[config.mk]
export PLATFORM = sky130hd
export DESIGN_NAME = moving_average_n_flat
export DESIGN_NICKNAME = d
export VERILOG_FILES = /design/src/rtl/moving_average_n_if.sv /design/src/rtl/moving_average_n.sv /design/src/flat_wrapper.sv
export SDC_FILE = /design/constraint.sdc
export NUM_CORES = 1
export LEC_CHECK = 0
export CORE_MARGIN = 3
export CORE_UTILIZATION = 57
export CTS_BUF_LIST = sky130_fd_sc_hd__clkbuf_4
export CTS_CLUSTER_SIZE = 12
export DETAILED_ROUTE_END_ITERATION = 7
export PLACE_DENSITY = 0.77
export SKIP_CTS_REPAIR_TIMING = 1
export SKIP_LAST_GASP = 1
export SYNTH_ARGS = -nofsm -noshare
export SYNTH_HDL_FRONTEND = slang
export SYNTH_SLANG_ARGS = --single-unit
[constraint.sdc]
create_clock -name i_clk -period 4.25 [get_ports i_clk]
set_clock_uncertainty 0.15 [all_clocks]
set_input_delay 1.0625 -clock i_clk [delete_from_list [all_inputs] [get_ports i_clk]]
set_output_delay 1.0625 -clock i_clk [all_outputs]
set_load 0.02 [all_outputs]
[src/rtl/moving_average_n_if.sv]
// moving_average_n_if: sample stream in, smoothed stream out, with window clear and full flag
interface moving_average_n_if #(
    parameter int DATA_WD = 16
);
    logic                      i_valid;
    logic signed [DATA_WD-1:0] i_data;
    logic                      i_clear;
    logic                      o_valid;
    logic signed [DATA_WD-1:0] o_data;
    logic                      o_full;
    modport master (output i_valid, i_data, i_clear, input o_valid, o_data, o_full);
    modport slave  (input i_valid, i_data, i_clear, output o_valid, o_data, o_full);
endinterface

[src/rtl/moving_average_n.sv]
// moving_average_n: N-tap boxcar average using a circular buffer and a running accumulator
module moving_average_n #(
    parameter int DATA_WD   = 16,
    parameter int LOG2_TAPS = 3,
    parameter int ROUND     = 0
) (
    input logic               i_clk,
    input logic               i_rst,
    moving_average_n_if.slave bus
);
    localparam int TAPS = 1 << LOG2_TAPS;
    localparam int AW = DATA_WD + LOG2_TAPS;
    localparam logic [LOG2_TAPS:0] FULL = TAPS[LOG2_TAPS:0];
    localparam logic signed [AW-1:0] RND = (ROUND != 0) ? AW'(TAPS / 2) : '0;

    logic signed [DATA_WD-1:0] taps_q [TAPS];
    logic [LOG2_TAPS-1:0]      wptr;
    logic [LOG2_TAPS:0]        fill;
    logic signed [AW-1:0]      acc;
    logic signed [AW-1:0]      acc_next;
    logic signed [AW-1:0]      rnd;

    assign bus.o_full = fill == FULL;

    // new sum replaces the oldest sample with the incoming one; the rounding bias is zero when truncating
    always_comb begin
        acc_next = acc + $signed({{LOG2_TAPS{bus.i_data[DATA_WD-1]}}, bus.i_data})
                       - $signed({{LOG2_TAPS{taps_q[wptr][DATA_WD-1]}}, taps_q[wptr]});
        rnd = acc_next + RND;
    end

    // reset and clear flush the whole window; otherwise an accepted sample advances it by one slot
    always_ff @(posedge i_clk) begin
        if (i_rst || bus.i_clear) begin
            for (int i = 0; i < TAPS; i++) taps_q[i] <= '0;
            wptr        <= '0;
            fill        <= '0;
            acc         <= '0;
            bus.o_valid <= 1'b0;
            bus.o_data  <= '0;
        end else begin
            bus.o_valid <= bus.i_valid;
            if (bus.i_valid) begin
                taps_q[wptr] <= bus.i_data;
                wptr         <= wptr + 1'b1;
                fill         <= (fill == FULL) ? fill : fill + 1'b1;
                acc          <= acc_next;
                bus.o_data   <= DATA_WD'(rnd >>> LOG2_TAPS);
            end
        end
    end
endmodule

[src/flat_wrapper.sv]
// flat-port wrapper written by rule: the top's interface ports become plain ports
module moving_average_n_flat 
#(
    parameter int DATA_WD   = 16,
    parameter int LOG2_TAPS = 3,
    parameter int ROUND     = 0
)
  (i_clk, i_rst, bus_i_valid, bus_i_data, bus_i_clear, bus_o_valid, bus_o_data, bus_o_full);
  moving_average_n_if #(.DATA_WD(DATA_WD)) bus_i ();
  input logic i_clk;
  input logic i_rst;
  input wire logic [$bits(bus_i.i_valid)-1:0] bus_i_valid;
  input wire logic [$bits(bus_i.i_data)-1:0] bus_i_data;
  input wire logic [$bits(bus_i.i_clear)-1:0] bus_i_clear;
  output wire logic [$bits(bus_i.o_valid)-1:0] bus_o_valid;
  output wire logic [$bits(bus_i.o_data)-1:0] bus_o_data;
  output wire logic [$bits(bus_i.o_full)-1:0] bus_o_full;
  assign bus_i.i_valid = bus_i_valid;
  assign bus_i.i_data = bus_i_data;
  assign bus_i.i_clear = bus_i_clear;
  assign bus_o_valid = bus_i.o_valid;
  assign bus_o_data = bus_i.o_data;
  assign bus_o_full = bus_i.o_full;
  moving_average_n #(.DATA_WD(DATA_WD), .LOG2_TAPS(LOG2_TAPS), .ROUND(ROUND)) u_core (.i_clk(i_clk), .i_rst(i_rst), .bus(bus_i));
endmodule
# After elaboration in Yosys (flattened, before gate mapping)
# Memories as Yosys holds them, arrays and structs flattened. A register that Yosys moved wholly into a read port is not among the register bits.
# Cells that the tools add are included.
# Widths: inputs -> output; s select.
# totals
n_memories	1
mem_bits_rw	128
latchBits	0
wordCells	25
rom_bits	0
ff_bits	43
# classes
order_cmp	0
bitwise	1
n_reduce_logical	3
mul	0
n_addsub	4
eq_ne	1
shifts	0
div	0
n_mux	10
# memory_table
name	depth	word_bits	read_ports	rd_ports_with_merged_regs	wr	line_no	rtl
u_core.taps_q	8	16	1	1	8	moving_average_n.sv:16	logic signed [DATA_WD-1:0] taps_q [TAPS];
# op_table
cell	count
$add 19x16->19	1
$sub 19x16->19	1
$mux 16	1
$reduce_or 16->1	1
$mux 3	3
$mux 1	6
$add 4x1->4 const B	1
$eq 4x4->1 const B	1
$add 3x1->3 const B	1
$reduce_and 2->1	1
$logic_or 1x1->1	1
$not 1->1	1

# Longest topological paths before layout
# Gate-level depths: netlist of run 1.
# logic_depth
ltp_word	5
depth_mapped	15
depth_no_buf	12

# Worst setup path after synthesis of run 1
# OpenSTA, ideal clock, no wires.
# synth_timing
kind	flip-flop to flip-flop
start	register with a tool-made name
end	register u_core.acc[8]
setup_time_ps	123
path_slack_ps	298
arrival_ps	3678
path_stages_with_launch	14
synth_period_minus_slack_ps	3952
cell_sequence	dfxtp_1 > clkbuf_1 > buf_2 > mux4_2 > mux2_2 > fa_1 > inv_1 > fa_1 > a21o_1 > a221oi_4 > and2b_2 > a21oi_1 > xor2_1 > o22ai_1
# synth_rtl
element	line_no	rtl
end signal: assignment	moving_average_n.sv:47	acc <= acc_next;
end: declaration	moving_average_n.sv:19	logic signed [AW-1:0] acc;

==> key figures, run 1 <==
Floorplanning
  • Die Ht: roughly 130 um
  • Num rows: 44
  • Core area: 0.0147 mm2
  • Total die area: approximately 0.017 mm2
  • Initial Util: around 59%
  • I/O pin count: 38
  • Die width: 129 um

Route
  • DR pass1 iterations: 5
  • Vias per Instance: around 6.2
  • DRT Wirelength: roughly 19000 um
  • Post-route ant nets: 0
  • Initial DRC count: around 630
  • Via count: between 5000 and 6000
  • DRC: 0
  • WL per Instance: just over 20 um

Global route
  • Pin count of the biggest net entering global routing: 56
  • Vias in the first global route: around 6000
  • First-pass GRT wire length: 31000 um
  • Grt ovf: 0
  • Tot GR Track Use: roughly a quarter
  • Initial antenna violation count: 1

Worst setup path
  • WS Path Type: flop to flop
  • Critical Path RT: between 4 and 5 ns
  • Critical path fanouts, max: 10
  • Crit path cell chain: buf_4 -> mux4_2 -> mux2i_1 -> inv_1 -> fa_1 -> inv_1 -> ha_1 -> and3_1 -> nand2_1 -> nor3b_1 -> a221o_1 -> nor4_1 -> nor3_1
  • Crit path arrival time: 4.36 ns
  • CP max stage delay: approximately 0.56 ns
  • Most common cell on crit path: inv_1
  • CP endpoint kind: flop
  • R2R depth: 13
  • Crit-path slowest cell: mux4_2
  • Crit start category: flop

STA
  • Slew headroom: approximately 48%
  • Minimum clock period: slightly above 4 ns
  • Endpoints failing hold: 0
  • # setup viols final: 0
  • Fin. max-slew vios: 0
  • Peak Freq: around 250 MHz
  • Least-Margin Pin Slew: 0.782 ns
  • RSZ-0062 raised after global routing: no
  • Hold slack: 0.363 ns
  • Setup TNS: 0 ns
  • Period utilization: about 95%

Run
  • Max Cap Violations: 0

Power and ir drop
  • Cell Pwr Density: between 300 and 400 mW/mm2
  • Leakage: 3.61 nW
  • Peak VDD IR: between 0.00015 and 0.0002 V

Place
  • Placer congestion estimate: between 0.9 and 1
  • DP HPWL: ~14000 um
  • Dpl cells: between 900 and 1000
  • Port Buffer Count: 37
  • Post-placement cell area: 0.00931 mm2

Layout
  • Most frequent cells in the layout: edfxtp_1, inv_1, nor4_1, nor3_1, buf_4
  • Post-route cell area: approximately 0.0096 mm2
  • Proportion of layout cells with a drive suffix above 1: 18.1%
  • Commonest non-fill, non-tap cell in the layout: edfxtp_1
  • Final nets: 819
  • Area Growth Syn to Fin: 10.3%
  • Final Non-Filler Cells: between 900 and 1000

Min path
  • Worst hold path stage count: 2
  • Worst Hold Class: flop to flop

Synthesis
  • Synth Register Bits: approximately 160
  • Post-synth EDFFs: between 100 and 150
  • Mapped Avg Cell Area: roughly 12 um2
  • Async S/R FF share, synth: 0%
  • Syn Inst Count: between 700 and 800
  • Syn nets: around 800
  • Synthesized cell area: between 0.008 and 0.009 mm2
  • Yosys warns: 0
  • Most used DFF post-synth: edfxtp_1
  • Post-synthesis sequential area ratio: about half
  • Post-synth cell types: 60

Clocking
  • H-Tree Depth: 4
  • Num CTS Buffers: 17
  • Clk sink count: between 150 and 200
  • CTS tree: done
  • Bufs on Longest Clock Path: 2
  • Reg clk slew, reported paths: 0.14 ns
  • Worst skew pair latency: slightly below 0.6 ns
  • CTS Root Cell: clkbuf_4

Outcome
  • Outcome: completed
where the power goes:
| group | switching [W] | internal [W] |
|---|---|---|
| sequential | 0.0000453 | 0.00175 |
| combinational | 0.000622 | 0.000485 |
| clock | 0.000538 | 0.000283 |
| total | 0.00121 | 0.00252 |
final timing paths:
check | end | slack [ns] | from
worst max-delay path | u_core.bus.o_data[15]$_SDFFE_PP0P_ | 0.20 | flop
worst min-delay path | u_core.fill[1]$_SDFFE_PP0P_ | 0.36 | u_core.fill[1]$_SDFFE_PP0P_
worst max register to register | u_core.bus.o_data[15]$_SDFFE_PP0P_ | 0.20 | flop
worst min register to register | u_core.fill[1]$_SDFFE_PP0P_ | 0.36 | u_core.fill[1]$_SDFFE_PP0P_
stage by stage:
step | util (%) | total power (W) | setup slack, ns
after floorplan | - | 0.00263 | 0.298
after global placement | 63.3 | 0.00288 | 0.0342
after detailed placement | 63.3 | 0.00292 | -0.0133
after CTS | 64.9 | 0.00370 | 0.139
after global routing | 65.0 | 0.00390 | 0.0117
final | 65.0 | 0.00372 | 0.197
state kept, by name (all words and copies together), names as in the netlist, named ones only:
name                count
u_core.taps_q         128
u_core.bus.o_data       1
u_core.bus.o_valid      1
u_core.acc             18
u_core.fill             4
u_core.wptr             3
synthesized netlist by cell type (6+ instances only):
| cell type | count | share of area [%] |
|---|---|---|
| inv_1 | 57 | 2.5 |
| mux2i_1 | 11 | 1.3 |
| clkinv_1 | 14 | 0.61 |
| o21ai_0 | 7 | 0.40 |
| clkbuf_1 | 35 | 1.5 |
| fa_1 | 18 | 4.2 |
| and3_1 | 7 | 0.51 |
| nor3_1 | 54 | 3.1 |
| and2_1 | 30 | 2.2 |
| nand2_1 | 29 | 1.3 |
| mux2_2 | 14 | 1.8 |
| ha_1 | 23 | 3.3 |
| nor2_1 | 25 | 1.1 |
| mux4_2 | 32 | 8.3 |
| a21o_1 | 10 | 0.87 |
| nand3_1 | 8 | 0.46 |
| buf_4 | 18 | 1.6 |
| buf_2 | 7 | 0.40 |
| o22ai_1 | 6 | 0.43 |
| xor2_1 | 8 | 0.81 |
| nor4_1 | 57 | 4.1 |
| nand2b_1 | 8 | 0.58 |
| dfxtp_1 | 30 | 6.9 |
| edfxtp_1 | 128 | 44 |
| a21oi_1 | 22 | 1.3 |
| xnor2_1 | 8 | 0.81 |
logic make-up (layout without fill, tap and decap cells):
family / Yosys count / count (layout) / share of synthesized area (%)
flops: 158 / 158 / 51.3
simple gates: 240 / 240 / 15.5
other cells: 0 / 1 / 0
buf+inv: 142 / 191 / 7.51
fa+ha+maj: 41 / 41 / 7.48
xor+xnor: 16 / 16 / 1.62
mux: 57 / 57 / 11.4
compound gates: 66 / 66 / 5.19
area by class of cell:
| class | count | area [um2] |
|---|---|---|
| flip-flops and latches | 158 | 4450 |
| multi-input cells | 420 | 3570 |
| fillers | 1031 | 5150 |
| diodes | 1 | 2.50 |
| repair buffers | 90 | 797 |
| clock inverters | 12 | 98.8 |
| clock buffers | 18 | 135 |
| well taps | 184 | 230 |
| inverters | 71 | 267 |
metal layers:
layer	wire length [um]	share of wire, %	track usage (%)
met4	531	2.7	8.77
met3	1360	7.0	6.55
met2	9680	50	40.1
met1	7780	40	30.7
met5	0	0	0
critical path: cells and delay by family, from the launching register on:
family / cells / cell delay (ns)
AO/OA/AOI/OAI: 1 / 0.28
adder cells (fa/ha/maj): 2 / 0.88
buffers and inverters: 3 / 0.47
flip-flops: 1 / 0.47
multiplexers: 2 / 0.84
AND/OR/NAND/NOR: 5 / 0.82
No activity file was read; power rests on OpenSTA's default activity.
==> run 2: changes to the inputs <==
--- a/config.mk
+++ b/config.mk
@@ -5,12 +5,13 @@
 export SDC_FILE = /design/constraint.sdc
 export NUM_CORES = 1
 export LEC_CHECK = 0
+export CORE_ASPECT_RATIO = 1.1
 export CORE_MARGIN = 3
 export CORE_UTILIZATION = 57
 export CTS_BUF_LIST = sky130_fd_sc_hd__clkbuf_4
 export CTS_CLUSTER_SIZE = 12
 export DETAILED_ROUTE_END_ITERATION = 7
-export PLACE_DENSITY = 0.77
+export PLACE_DENSITY_LB_ADDON = 0.15
 export SKIP_CTS_REPAIR_TIMING = 1
 export SKIP_LAST_GASP = 1
 export SYNTH_ARGS = -nofsm -noshare
==> constraint.sdc (replaced) <==
create_clock -name i_clk -period 4.25 [get_ports i_clk]
set_clock_uncertainty 0.15 [all_clocks]
set_input_delay 1.0625 -clock i_clk [delete_from_list [all_inputs] [get_ports i_clk]]
set_output_delay 1.0625 -clock i_clk [all_outputs]
set_load 0.1 [all_outputs]
==> key figures, run 2 (synthesis gave the netlist of run 1 again) <==
STA
  • RSZ-0062 raised after global routing: no
  • Fin. max-slew vios: 0 (unchanged)
  • Least-Margin Pin Slew: 0.974 ns (+0.193 ns)
  • Period utilization: 93.6% (-1.8 points)
  • Setup TNS: 0 ns (unchanged)
  • # setup viols final: 0 (unchanged)
  • Slew headroom: 34.8% (-13 points)
  • Minimum clock period: 3.98 ns (-0.0753 ns)
  • Endpoints failing hold: 0 (unchanged)
  • Peak Freq: 251 MHz (+1.9%)

Global route
  • Initial antenna violation count: 0 (-1)
  • Vias in the first global route: 5953 (-1.3%)
  • Pin count of the biggest net entering global routing: 63 (+13%)
  • Grt ovf: 0 (unchanged)
  • First-pass GRT wire length: 31500 um (+1.4%)
  • Tot GR Track Use: 25.0% (+0.90 points)

Floorplanning
  • Num rows: 46 (+4.5%)
  • Total die area: 0.0167 mm2 (about the same)
  • Core area: 0.0147 mm2 (-0.15%)
  • Die width: 124 um (-4.4%)
  • I/O pin count: 38 (unchanged)
  • Initial Util: 59.0% (+0.090 points)
  • Die Ht: 135 um (+4.7%)

Worst setup path
  • Critical path fanouts, max: 19 (+9)
  • Crit start category: flop
  • Critical Path RT: 4.60 ns (+0.05 ns)
  • Crit path arrival time: 4.33 ns (-0.03 ns)
  • WS Path Type: flop to flop
  • CP endpoint kind: flop

Clocking
  • Worst skew pair latency: 0.56 ns (-0.03 ns)
  • Clk sink count: 158 (unchanged)
  • H-Tree Depth: 4 (unchanged)
  • Reg clk slew, reported paths: 0.15 ns (about the same)
  • CTS tree: done
  • Num CTS Buffers: 17 (unchanged)
  • CTS Root Cell: clkbuf_4
  • Bufs on Longest Clock Path: 2 (unchanged)

Layout
  • Final nets: 824 (+0.61%)
  • Max reg flops: 128 (unchanged)
  • Regs by FF count: u_core.taps_q: 128 flops, u_core.acc: 18 flops, u_core.fill: 4 flops
  • Proportion of layout cells with a drive suffix above 1: 19.1% (+1.0 points)
  • Multi-input gate area: 0.00357 mm2 (unchanged)
  • Commonest non-fill, non-tap cell in the layout: edfxtp_1
  • Biggest register: u_core.taps_q
  • Number of fill cells: 1147 (+11%)
  • Ant. Diodes: 0 (-1)
  • Flip-flop and latch area: 0.00445 mm2 (about the same)
  • Final Non-Filler Cells: 968 (+1.5%)
  • Area Growth Syn to Fin: 11.2%
  • Most frequent cells in the layout: edfxtp_1, inv_1, nor4_1, buf_4, nor3_1

Route
  • Via count: 5919 (-0.67%)
  • Vias per Instance: 6.11 (-2.1%)
  • DRT Wirelength: 19400 um (about the same)
  • Post-route ant nets: 0 (unchanged)
  • WL per Instance: 20.0 um (-1.4%)
  • DR pass1 iterations: 5 (unchanged)
  • DRC: 0 (unchanged)
  • Initial DRC count: 449 (-29%)

Min path
  • Worst Hold Class: flop to flop

Place
  • DP HPWL: 13400 um (-3.3%)
  • Placer congestion estimate: 0.919 (-5.8%)
  • Dpl cells: 936 (+1.4%)
  • Port Buffer Count: 37 (unchanged)

Power and ir drop
  • Cell Pwr Density: 412 mW/mm2 (+5.8%)
  • Pwr Total: 0.00397 W (+6.7%)
  • Leakage: 3.67 nW (+1.4%)
  • Peak VDD IR: 0.000155 V (-17%)

Run
  • Max Cap Violations: 0 (unchanged)

Outcome
  • Outcome: completed
==> run 2: changes by cell type in the layout (fill, tap and decap cells not counted), sizes merged <==
| cell | before | now |
|---|---|---|
| buf | 53 | 59 |
| inv | 58 | 59 |
| diode | 1 | 0 |
| bufinv | 1 | 2 |
| clkinv | 20 | 21 |
| clkinvlp | 4 | 3 |
| clkdlybuf4s50 | 37 | 36 |
==> run 2: path summary, 6_finish.rpt <==
kind	startpoint	endpoint	slack (ns)	cells after the start
worst max-delay path	flop	u_core.bus.o_data[15]$_SDFFE_PP0P_	0.27	12
worst min-delay path	u_core.acc[7]$_SDFFE_PP0P_	u_core.acc[7]$_SDFFE_PP0P_	0.35	2
worst max register to register	flop	u_core.bus.o_data[15]$_SDFFE_PP0P_	0.27	12
worst min register to register	u_core.acc[7]$_SDFFE_PP0P_	u_core.acc[7]$_SDFFE_PP0P_	0.35	2
==> run 2: metal layers <==
layer  global-route usage (%)  up-vias  part of all wire (%)
met5                        0        -                     0
met4                     7.51        0                   1.9
met3                     5.01       29                   6.8
met2                     40.9      251                    50
met1                     34.1     2898                    41
li1                         -     2741                     -
==> run 2: layout make-up <==
| class | count | share of cell area, % |
|---|---|---|
| well taps | 192 | 2.49 |
| flip-flops and latches | 158 | 46.2 |
| clock buffers | 18 | 1.40 |
| inverters | 71 | 2.77 |
| clock inverters | 14 | 1.49 |
| multi-input cells | 420 | 37.1 |
| repair buffers | 95 | 8.60 |
==> run 2: per-stage QoR <==
stage | setup slack [ns] | hold WS [ns] | util (%) | instance area (um2)
6_report | 0.272 | 0.349 | 65.6 | 9630
5_1_grt | 0.0786 | 0.382 | 65.6 | 9630
4_1_cts | 0.280 | 0.346 | 65.6 | 9630
3_5_place_dp | 0.0298 | 0.327 | 63.7 | 9350
3_3_place_gp | 0.0269 | 0.322 | 63.7 | 9350
2_1_floorplan | 0.298 | 0.301 | - | 8660
==> run 2: power breakdown <==
part	leakage, nW	switching, W	internal, W	total (W)
clock network	0.144	0.000553	0.000355	0.000908
registers	1.67	0.0000415	0.00175	0.00179
logic	1.85	0.000765	0.000509	0.00127
total	3.67	0.00136	0.00261	0.00397
==> run 2: worst max-delay path, cell delays in order, from the launching register on <==
cell and delay (ns):
dfxtp_2 0.39, buf_12 0.20, mux4_2 0.56, mux2_2 0.31
fa_1 0.48, inv_1 0.07, fa_1 0.46, a21o_1 0.22
a221oi_4 0.34, nand4b_4 0.23, a21boi_0 0.13, o31a_1 0.27
nor3_1 0.11
==> run 3: changes to the inputs <==
--- a/config.mk
+++ b/config.mk
@@ -5,13 +5,16 @@
 export SDC_FILE = /design/constraint.sdc
 export NUM_CORES = 1
 export LEC_CHECK = 0
+export CELL_PAD_IN_SITES_DETAIL_PLACEMENT = 1
+export CELL_PAD_IN_SITES_GLOBAL_PLACEMENT = 2
 export CORE_ASPECT_RATIO = 1.1
 export CORE_MARGIN = 3
-export CORE_UTILIZATION = 57
+export CORE_UTILIZATION = 40
 export CTS_BUF_LIST = sky130_fd_sc_hd__clkbuf_4
 export CTS_CLUSTER_SIZE = 12
 export DETAILED_ROUTE_END_ITERATION = 7
 export PLACE_DENSITY_LB_ADDON = 0.15
+export REMOVE_ABC_BUFFERS = 1
 export SKIP_CTS_REPAIR_TIMING = 1
 export SKIP_LAST_GASP = 1
 export SYNTH_ARGS = -nofsm -noshare
==> key figures, run 3 (synthesis gave the netlist of run 1 again) <==
Worst setup path
  • Crit start category: flop
  • Critical Path RT: 4.58 ns (-0.02 ns)
  • CP endpoint kind: flop
  • R2R depth: 12 (unchanged)
  • Critical path fanouts, max: 22 (+3)
  • WS Path Type: flop to flop
  • Crit path arrival time: 4.26 ns (-0.07 ns)

Min path
  • Worst hold path stage count: 2 (unchanged)
  • Worst Hold Class: flop to flop

Power and ir drop
  • Clock share of power: 23.7% (+0.8 points)
  • Cell Pwr Density: 417 mW/mm2 (+1.2%)
  • Psw: 0.00141 W (+3.5%)
  • Comb pwr share: 32.6% (+0.5 points)
  • Internal power: 0.00269 W (+2.8%)
  • Seq pwr share: 43.7% (-1.4 points)
  • Peak VDD IR: 0.000192 V (+24%)
  • Switching share of power: 34.4% (+0.16 points)
  • Leakage: 3.69 nW (+0.73%)

Clocking
  • H-Tree Depth: 4 (unchanged)
  • Num CTS Buffers: 17 (unchanged)
  • CTS Root Cell: clkbuf_4
  • Worst skew pair latency: 0.55 ns (about the same)
  • Bufs on Longest Clock Path: 2 (unchanged)
  • Clk sink count: 158 (unchanged)
  • CTS tree: done
  • Reg clk slew, reported paths: 0.14 ns (about the same)

Layout
  • Final nets: 829 (+0.61%)
  • Area Growth Syn to Fin: 13.2%
  • Post-route cell area: 0.00981 mm2 (+1.8%)
  • Proportion of layout cells with a drive suffix above 1: 19.5% (+0.39 points)
  • Most frequent cells in the layout: edfxtp_1, buf_4, inv_1, nor4_1, nor3_1
  • Biggest register: u_core.taps_q
  • Max reg flops: 128 (unchanged)
  • Number of fill cells: 2241 (+95%)
  • Commonest non-fill, non-tap cell in the layout: edfxtp_1
  • Regs by FF count: u_core.taps_q: 128 flops, u_core.acc: 18 flops, u_core.fill: 4 flops

Global route
  • Pin count of the biggest net entering global routing: 49 (-22%)
  • Tot GR Track Use: 20.7% (-4.3 points)
  • Vias in the first global route: 6355 (+6.8%)
  • Initial antenna violation count: 1 (+1)
  • First-pass GRT wire length: 37000 um (+18%)
  • Grt ovf: 0 (unchanged)

Route
  • Via count: 5884 (-0.59%)
  • DR pass1 iterations: 4 (-1)
  • Post-route ant nets: 0 (unchanged)
  • WL per Instance: 22.2 um (+11%)
  • Vias per Instance: 5.51 (-9.8%)
  • DRT Wirelength: 23700 um (+22%)
  • DRC: 0 (unchanged)
  • Initial DRC count: 355 (-21%)

Place
  • Placer congestion estimate: 0.826 (-10%)
  • DP HPWL: 16300 um (+22%)
  • Port Buffer Count: 37 (unchanged)
  • Post-placement cell area: 0.00951 mm2 (+1.6%)

STA
  • Setup TNS: 0 ns (unchanged)
  • Endpoints failing hold: 0 (unchanged)
  • Peak Freq: 254 MHz (+1.2%)
  • Fin. max-slew vios: 0 (unchanged)
  • Minimum clock period: 3.93 ns (-0.0479 ns)
  • Least-Margin Pin Slew: 0.985 ns (+0.0112 ns)
  • Slew headroom: 34.1% (-0.75 points)
  • Period utilization: 92.5% (-1.1 points)
  • # setup viols final: 0 (unchanged)
  • RSZ-0062 raised after global routing: no

Floorplanning
  • Total die area: 0.0235 mm2 (+40%)
  • I/O pin count: 38 (unchanged)
  • Num rows: 55 (+20%)
  • Die Ht: 160 um (+19%)
  • Core area: 0.0209 mm2 (+43%)
  • Die width: 146 um (+18%)
  • Initial Util: 41.4% (-18 points)

Outcome
  • Outcome: completed

Run
  • Max Cap Violations: 0 (unchanged)
## run 3: metrics by stage
stage          worst slack [ns]  power [W]  hold slack (ns)  util, %  cells
6_report                  0.320    0.00409            0.347     46.9   1067
5_1_grt                   0.106    0.00433            0.400     46.9   1067
4_1_cts                   0.280    0.00414            0.354     46.9   1066
3_5_place_dp            -0.0164    0.00316            0.335     45.4   1034
3_3_place_gp            0.00227    0.00313            0.323     45.4   1034
2_1_floorplan             -1.27    0.00270            0.310        -    649
## run 3: layout make-up
cell class / count / area (um2) / area share (%)
Multi-Input combinational cell: 420 / 3570 / 36.4
Timing Repair Buffer: 100 / 866 / 8.83
Tap cell: 285 / 357 / 3.64
Clock buffer: 18 / 135 / 1.38
Antenna cell: 1 / 2.50 / 0.0255
Sequential cell: 158 / 4450 / 45.3
Inverter: 71 / 267 / 2.72
Clock inverter: 14 / 165 / 1.68
## run 3: final timing paths
kind,startpoint,end,slack [ns]
worst max-delay path,flop,u_core.acc[16]$_SDFFE_PP0P_,0.32
worst min-delay path,u_core.acc[2]$_SDFFE_PP0P_,u_core.acc[2]$_SDFFE_PP0P_,0.35
worst max register to register,flop,u_core.acc[16]$_SDFFE_PP0P_,0.32
worst min register to register,u_core.acc[2]$_SDFFE_PP0P_,u_core.acc[2]$_SDFFE_PP0P_,0.35
## run 3: layer usage
layer	routed length [um]	part of all wire [%]	track usage, %	up-vias
met5	0	0	0	-
met4	446	1.9	5.69	0
met3	786	3.3	3.27	23
met2	11800	50	35.6	123
met1	10600	45	27.4	3007
li1	-	-	-	2731
## run 3: power by group through the flow
stage	Combinational (W)	Clock, W	Sequential, W
2_1_floorplan	0.000703	0	0.00200
3_3_place_gp	0.00131	0	0.00182
3_5_place_dp	0.00133	0	0.00183
4_1_cts	0.00134	0.00100	0.00179
5_1_grt	0.00146	0.00107	0.00180
6_report	0.00133	0.000969	0.00179
## run 3: critical path, stage by stage, from the launching register on
cell	delay, ns
dfxtp_2	0.37
buf_12	0.22
mux4_2	0.53
mux2_2	0.29
fa_1	0.48
inv_1	0.07
fa_1	0.46
a21o_1	0.22
a221oi_4	0.33
nand4b_4	0.22
and3_1	0.16
a31oi_1	0.10
a221oi_2	0.26
